### config.mk
export PLATFORM = sky130hd
export DESIGN_NAME = qpp_addr_seq
export DESIGN_NICKNAME = d
export VERILOG_FILES = /design/src/rtl/qpp_addr_seq.sv
export SDC_FILE = /design/constraint.sdc
export NUM_CORES = 1
export LEC_CHECK = 0
export CORE_ASPECT_RATIO = 1.4
export CORE_MARGIN = 4
export CORE_UTILIZATION = 35
export CTS_BUF_LIST = sky130_fd_sc_hd__clkbuf_16
export CTS_CLUSTER_SIZE = 8
export DETAILED_ROUTE_END_ITERATION = 10
export PLACE_DENSITY_LB_ADDON = 0.05
export SYNTH_ARGS = -nofsm -noshare
export SYNTH_HDL_FRONTEND = slang
export SYNTH_SLANG_ARGS = --single-unit
### constraint.sdc
create_clock -name clk -period 4.5 [get_ports clk]
set_input_delay 0.9 -clock clk [delete_from_list [all_inputs] [get_ports clk]]
set_output_delay 0.9 -clock clk [all_outputs]
set_load 0.02 [all_outputs]
### src/rtl/qpp_addr_seq.sv
// qpp_addr_seq: QPP interleaver address sequencer.
//
// Produces the interleaved address sequence pi(x) = (f1*x + f2*x^2) mod K for x = 0..K-1.
// It does this without multipliers, using the second-order recursion
//   pi(x+1)    = (pi(x) + gamma(x)) mod K,  pi(0)    = 0
//   gamma(x+1) = (gamma(x) + g) mod K,      gamma(0) = (f1 + f2) mod K,  g = 2*f2 mod K
// Each step is a single conditional subtraction (modadd), because every operand is already < K.
//
// Ports:
//   clk, rst      rising-edge clock; synchronous active-high reset
//   start         command strobe (only honoured in IDLE); latches k_len, f1, f2
//   k_len, f1, f2 block length K and QPP coefficients
//   abort         drop the current block and return to IDLE (no done pulse)
//   busy          high in every state except IDLE
//   addr_valid    address beat available; held until addr_ready
//   addr_ready    consumer accepts the beat
//   addr          pi(x)
//   addr_idx      x
//   addr_last     beat with x == K-1
//   done          one-cycle pulse after the final beat is accepted
//   err           parameter-error flag
//
// Build option QPP_PARAM_CHECK_EN: rejects starts with K == 0, f1 >= K, f2 >= K or an even f1.
// A rejected start sets err and leaves the FSM in IDLE. err clears on the next accepted start.
// Without the macro, err is tied to 0 and only K == 0 is rejected.

module qpp_addr_seq #(
  parameter int unsigned W = 16
) (
  input  logic         clk,
  input  logic         rst,
  input  logic         start,
  input  logic [W-1:0] k_len,
  input  logic [W-1:0] f1,
  input  logic [W-1:0] f2,
  input  logic         abort,
  output logic         busy,
  output logic         addr_valid,
  input  logic         addr_ready,
  output logic [W-1:0] addr,
  output logic [W-1:0] addr_idx,
  output logic         addr_last,
  output logic         done,
  output logic         err
);

  typedef enum logic [1:0] {
    StIdle,
    StInit,
    StRun,
    StDone
  } state_e;

  localparam logic [W-1:0] One = {{(W-1){1'b0}}, 1'b1};

  // (a + b) mod k, valid when a < k and b < k. The sum is formed in W+1 bits so it cannot wrap.
  function automatic logic [W-1:0] modadd(input logic [W-1:0] a, input logic [W-1:0] b,
                                          input logic [W-1:0] k);
    logic [W:0] s;
    s = {1'b0, a} + {1'b0, b};
    if (s >= {1'b0, k}) begin
      s = s - {1'b0, k};
    end
    return s[W-1:0];
  endfunction

  state_e       state_q, state_d;
  logic [W-1:0] k_q, k_d;
  logic [W-1:0] f1_q, f1_d;
  logic [W-1:0] f2_q, f2_d;
  logic [W-1:0] pi_q, pi_d;
  logic [W-1:0] gamma_q, gamma_d;
  logic [W-1:0] g_q, g_d;
  logic [W-1:0] idx_q, idx_d;
  logic         start_ok;
  logic         is_last;

`ifdef QPP_PARAM_CHECK_EN
  logic err_q, err_d;

  assign start_ok = (k_len != '0) && (f1 < k_len) && (f2 < k_len) && f1[0];
  assign err      = err_q;
`else
  assign start_ok = (k_len != '0);
  assign err      = 1'b0;
`endif

  assign is_last = (idx_q == (k_q - One));

  // Moore outputs; addr/addr_idx come straight from the registers so they hold while stalled.
  assign busy       = (state_q != StIdle);
  assign addr_valid = (state_q == StRun);
  assign addr_last  = (state_q == StRun) && is_last;
  assign done       = (state_q == StDone);
  assign addr       = pi_q;
  assign addr_idx   = idx_q;

  always_comb begin
    state_d = state_q;
    k_d     = k_q;
    f1_d    = f1_q;
    f2_d    = f2_q;
    pi_d    = pi_q;
    gamma_d = gamma_q;
    g_d     = g_q;
    idx_d   = idx_q;
`ifdef QPP_PARAM_CHECK_EN
    err_d   = err_q;
`endif

    unique case (state_q)
      StIdle: begin
        if (start) begin
          if (start_ok) begin
            k_d     = k_len;
            f1_d    = f1;
            f2_d    = f2;
            state_d = StInit;
`ifdef QPP_PARAM_CHECK_EN
            err_d   = 1'b0;
`endif
          end else begin
`ifdef QPP_PARAM_CHECK_EN
            err_d   = 1'b1;
`endif
          end
        end
      end

      StInit: begin
        gamma_d = modadd(f1_q, f2_q, k_q);
        g_d     = modadd(f2_q, f2_q, k_q);
        pi_d    = '0;
        idx_d   = '0;
        state_d = StRun;
      end

      StRun: begin
        if (addr_ready) begin
          if (is_last) begin
            // Keep the final pi/idx visible; nothing further to advance.
            state_d = StDone;
          end else begin
            pi_d    = modadd(pi_q, gamma_q, k_q);
            gamma_d = modadd(gamma_q, g_q, k_q);
            idx_d   = idx_q + One;
          end
        end
      end

      StDone: begin
        state_d = StIdle;
      end

      default: begin
        state_d = StIdle;
      end
    endcase

    // abort overrides everything outside IDLE, including a final handshake in the same cycle.
    if (abort && (state_q != StIdle)) begin
      state_d = StIdle;
    end
  end

  always_ff @(posedge clk) begin
    if (rst) begin
      state_q <= StIdle;
      k_q     <= '0;
      f1_q    <= '0;
      f2_q    <= '0;
      pi_q    <= '0;
      gamma_q <= '0;
      g_q     <= '0;
      idx_q   <= '0;
`ifdef QPP_PARAM_CHECK_EN
      err_q   <= 1'b0;
`endif
    end else begin
      state_q <= state_d;
      k_q     <= k_d;
      f1_q    <= f1_d;
      f2_q    <= f2_d;
      pi_q    <= pi_d;
      gamma_q <= gamma_d;
      g_q     <= g_d;
      idx_q   <= idx_d;
`ifdef QPP_PARAM_CHECK_EN
      err_q   <= err_d;
`endif
    end
  end

endmodule

==> run_results.csv <==
group,metric,value,unit
critical_path,crit_path_top_delay_cell,"or4_4",
pwr,p_leak,5.54,nW
pwr,power.sequential.fraction,0.117,
drt,drt-vias-per-instance,5.45,
drt,route.vias.total,10300,
placed_design,place.detailed.instances,1847,
critical_path,cpPeakStageDelay,0.44,ns
clock_tree,cts_tree,"yes",
sta,slew_violations,0,
floorplan,floorplan_die_area,33400,sq um
synthesis,synth_top_area_frac,0.214,
critical_path,critical_path_depth,17,
clock_tree,clk_sinks,114,
placed_design,pre_cts_slack,-0.143,ns
sta,hold_viol_final,0,
sta,period_share,0.963,
synthesis,synth-async-reset-ratio,0,
drt,detailedRoute.firstIterationViolations,490,
pwr,p_clk_frac,0.117,
drt,drtAntennaViolNets,0,
finish,fin_cells,1895,
critical_path,worstRegToRegCells,17,
placed_design,place.gp.congestion,0.867,
run_status,outcome,"complete, no violations",
critical_path,critPathKind,"reg2reg",
pwr,power_switching_share,0.486,
hold_path,hp-class,"reg2reg",
floorplan,initial_core_util,0.355,
critical_path,critical_path.top_delay_family,"compound AO/OA/AOI/OAI gates",
sta,maxSlewHeadroom,0.335,
grt,grt_pass1_wl,54800,um
drt,post-route-drc-count,0,
clock_tree,post_cts_hold_buffer_count,0,
pwr,power_density,974,nW/um^2
floorplan,io-pin-count,90,
synthesis,number_of_flops_mapped_to_enable_cells_by_yosys,0,
grt,grt_start_max_net_pins,73,
clock_tree,cts-buffers-inserted,17,
synthesis,ys_seq_area_frac,0.214,
synthesis,yosys.cell_count.top_type,"nand2_1",
pwr,internal-power,6.60,mW
floorplan,fp.coreArea,30000,sq um
drt,wire_per_inst,18.9,um
clock_tree,cts-root-to-sink-buffers,2,
sta,rsz0062_at_grt,"yes",
grt,grt_overflow_total,0,
finish,final.fill_count,3129,
synthesis,ys_top_cells_by_area,"dfxtp_1 21%, ha_1 14%, nand2_1 6.5%",
placed_design,port_buffers,88,
floorplan,die_height,215,um
sta,timing_worst_slew_pin_value,0.996,ns
clock_tree,cts.clk_slew.worst_paths,0.05,ns
clock_tree,clock_latency_on_the_worst_skew_pair,0.43,ns
synthesis,syn_nets,1554,
critical_path,cp.arrival,4.68,ns
floorplan,die_width,156,um
grt,first_global_vias,9952,
critical_path,critical_path_peak_fanout,12,
synthesis,syn-cell-area,10700,sq um
finish,areaGrowthSynthToFinish,23.6,%
critical_path,cp_num_buf_inv,2,
finish,finish.instance_area,13200,sq um
synthesis,yosysUniqueCellTypes,85,
synthesis,yosys_register_bits,114,
drt,drt-total-wl,35700,um
synthesis,synth_cells,1376,
sta,clock-skew-final,0.0168,ns
sta,hold-worst-slack,0.460,ns
critical_path,timing.critical_path.from_type,"flip-flop",
placed_design,placed_area,12200,sq um
grt,grt_antenna_before_repair,0,
critical_path,worstSetupEndpointType,"flip-flop",
floorplan,placement_rows,75,
synthesis,postSynth.topFlopCell,"dfxtp_1",
placed_design,dp.final_hpwl,27800,um
synthesis,synth_largest_area_cell,"dfxtp_1",
sta,period_minus_slack,4.33,ns
finish,layout-drive-gt1-share,0.107,
drt,drtPass1Iterations,5,
sta,postLayoutSetupSlackWorst,0.166,ns
sta,highest_attainable_clock_frequency,231,MHz
synthesis,ranking_of_synthesized_cells_by_instance_count,"185 x nand2_1, 127 x a21oi_1, 118 x ha_1, 114 x dfxtp_1, 114 x nor2_1",
sta,setup-tns-final,0,ns
sta,finalSetupViolations,0,
pwr,netSwitchingPower,6.25,mW
flow_run,max_cap_violations,0,
clock_tree,htreeDepth,4,
critical_path,cp_data_required_time,4.84,ns
pwr,share_comb_of_total_power,0.765,
synthesis,yosysWarningCount,0,
finish,insertedDiodeCount,0,
pwr,irDropWorstVdd,0.000419,V
synthesis,synth_area_per_inst,7.76,sq um
hold_path,hold_path_depth,2,
critical_path,critical_path.cell_chain,"ha_1 -> a21oi_2 -> o211ai_1 -> a41o_1 -> or4_4 -> a31oi_4 -> xnor2_2 -> ha_1 -> inv_1 -> or3_1 -> a31o_2 -> a31oi_4 -> a21oi_4 -> clkbuf_16 -> o311a_1 -> a211o_1 -> a21oi_1",
grt,grt_util_all_layers,0.209,
clock_tree,cts_root_buffer,"clkbuf_16",
finish,num-nets-final,1675,
[final timing paths]
check,start,endpoint,slack (ns)
min,f1_q[6],f1_q[6],0.46
min reg2reg,f1_q[6],f1_q[6],0.46
max reg2reg,f1_q[4],gamma_q[4],0.17
max,f1_q[4],gamma_q[4],0.17
[layer usage]
layer / wire length (um) / GRT usage
met5: 0 / 0
met4: 1670 / 0.106
met3: 1080 / 0.0305
met2: 17200 / 0.350
met1: 15800 / 0.258
[repair_timing]
| action | 4_1_cts | 5_1_grt |
|---|---|---|
| buffers inserted | 0 | 14 |
| gates resized for setup | 6 | 48 |
| pin swaps | 0 | 31 |
| endpoints found under the setup margin | 15 | 32 |
| gates cloned | 0 | 2 |
[power groups by stage]
stage                     logic, mW  registers (mW)  clock network, mW
after detailed placement       9.24            1.52                  0
after global routing           10.9            1.53               1.58
final                          9.84            1.51               1.51
after CTS                      9.32            1.50               1.54
after floorplan                6.74            1.43                  0
after global placement         9.27            1.52                  0
[tightest hold or removal path: cells and delay by family (launching register included)]
family           cells  cell delay (ns)
AO/OA/AOI/OAI        1             0.05
flip-flops           1             0.31
AND/OR/NAND/NOR      1             0.05
[cell families (layout without fill, tap and decap cells)]
family,count (synthesis),count (layout),share of synthesized area
fa+ha+maj,125,125,0.151
mux,42,42,0.0396
other cells,1,1,0.000351
compound gates,403,403,0.250
simple gates,476,476,0.211
flops,114,114,0.214
buf+inv,106,240,0.0451
xor+xnor,109,109,0.0894
[placed cells by master, fill, tap and decap left out, drive strengths merged, types with 7 or more instances in the layout]
master         instances
mux2i                 40
nor3                  34
and3                  13
a31o                   7
o21a                  18
a21boi                 7
nand3                 33
clkbuf                19
nor2b                 18
o21ai                 68
clkdlybuf4s50         86
xor2                  32
fa                     7
nand2                186
buf                   64
clkinv                 8
nor4                  12
ha                   118
o21bai                 9
a21o                  28
nor2                 114
nand2b                 9
nand4                 18
a21oi                128
o211ai                20
a211oi                27
inv                   55
xnor2                 77
a31oi                 19
o31ai                  8
dfxtp                114
[flip-flops by register name (all words and copies together), names as in the netlist]
signal / flops
addr: 16
state_q: 2
k_q: 16
gamma_q: 16
g_q: 16
f2_q: 16
addr_idx: 16
f1_q: 16
[layout make-up]
type	instances	area [sq um]	share of cell area
Multi-Input combinational cell	1156	8150	0.617
Inverter	55	206	0.0156
Clock inverter	15	216	0.0164
Tap cell	385	482	0.0365
Timing Repair Buffer	153	1430	0.109
Clock buffer	17	425	0.0322
Sequential cell	114	2290	0.173
[stage by stage]
step / util / power (mW)
floorplan: - / 8.16
CTS: 0.428 / 12.4
global route: 0.440 / 14.0
global placement: 0.405 / 10.8
finish: 0.440 / 12.9
detailed placement: 0.405 / 10.8
No activity file was read; power rests on OpenSTA's default activity.
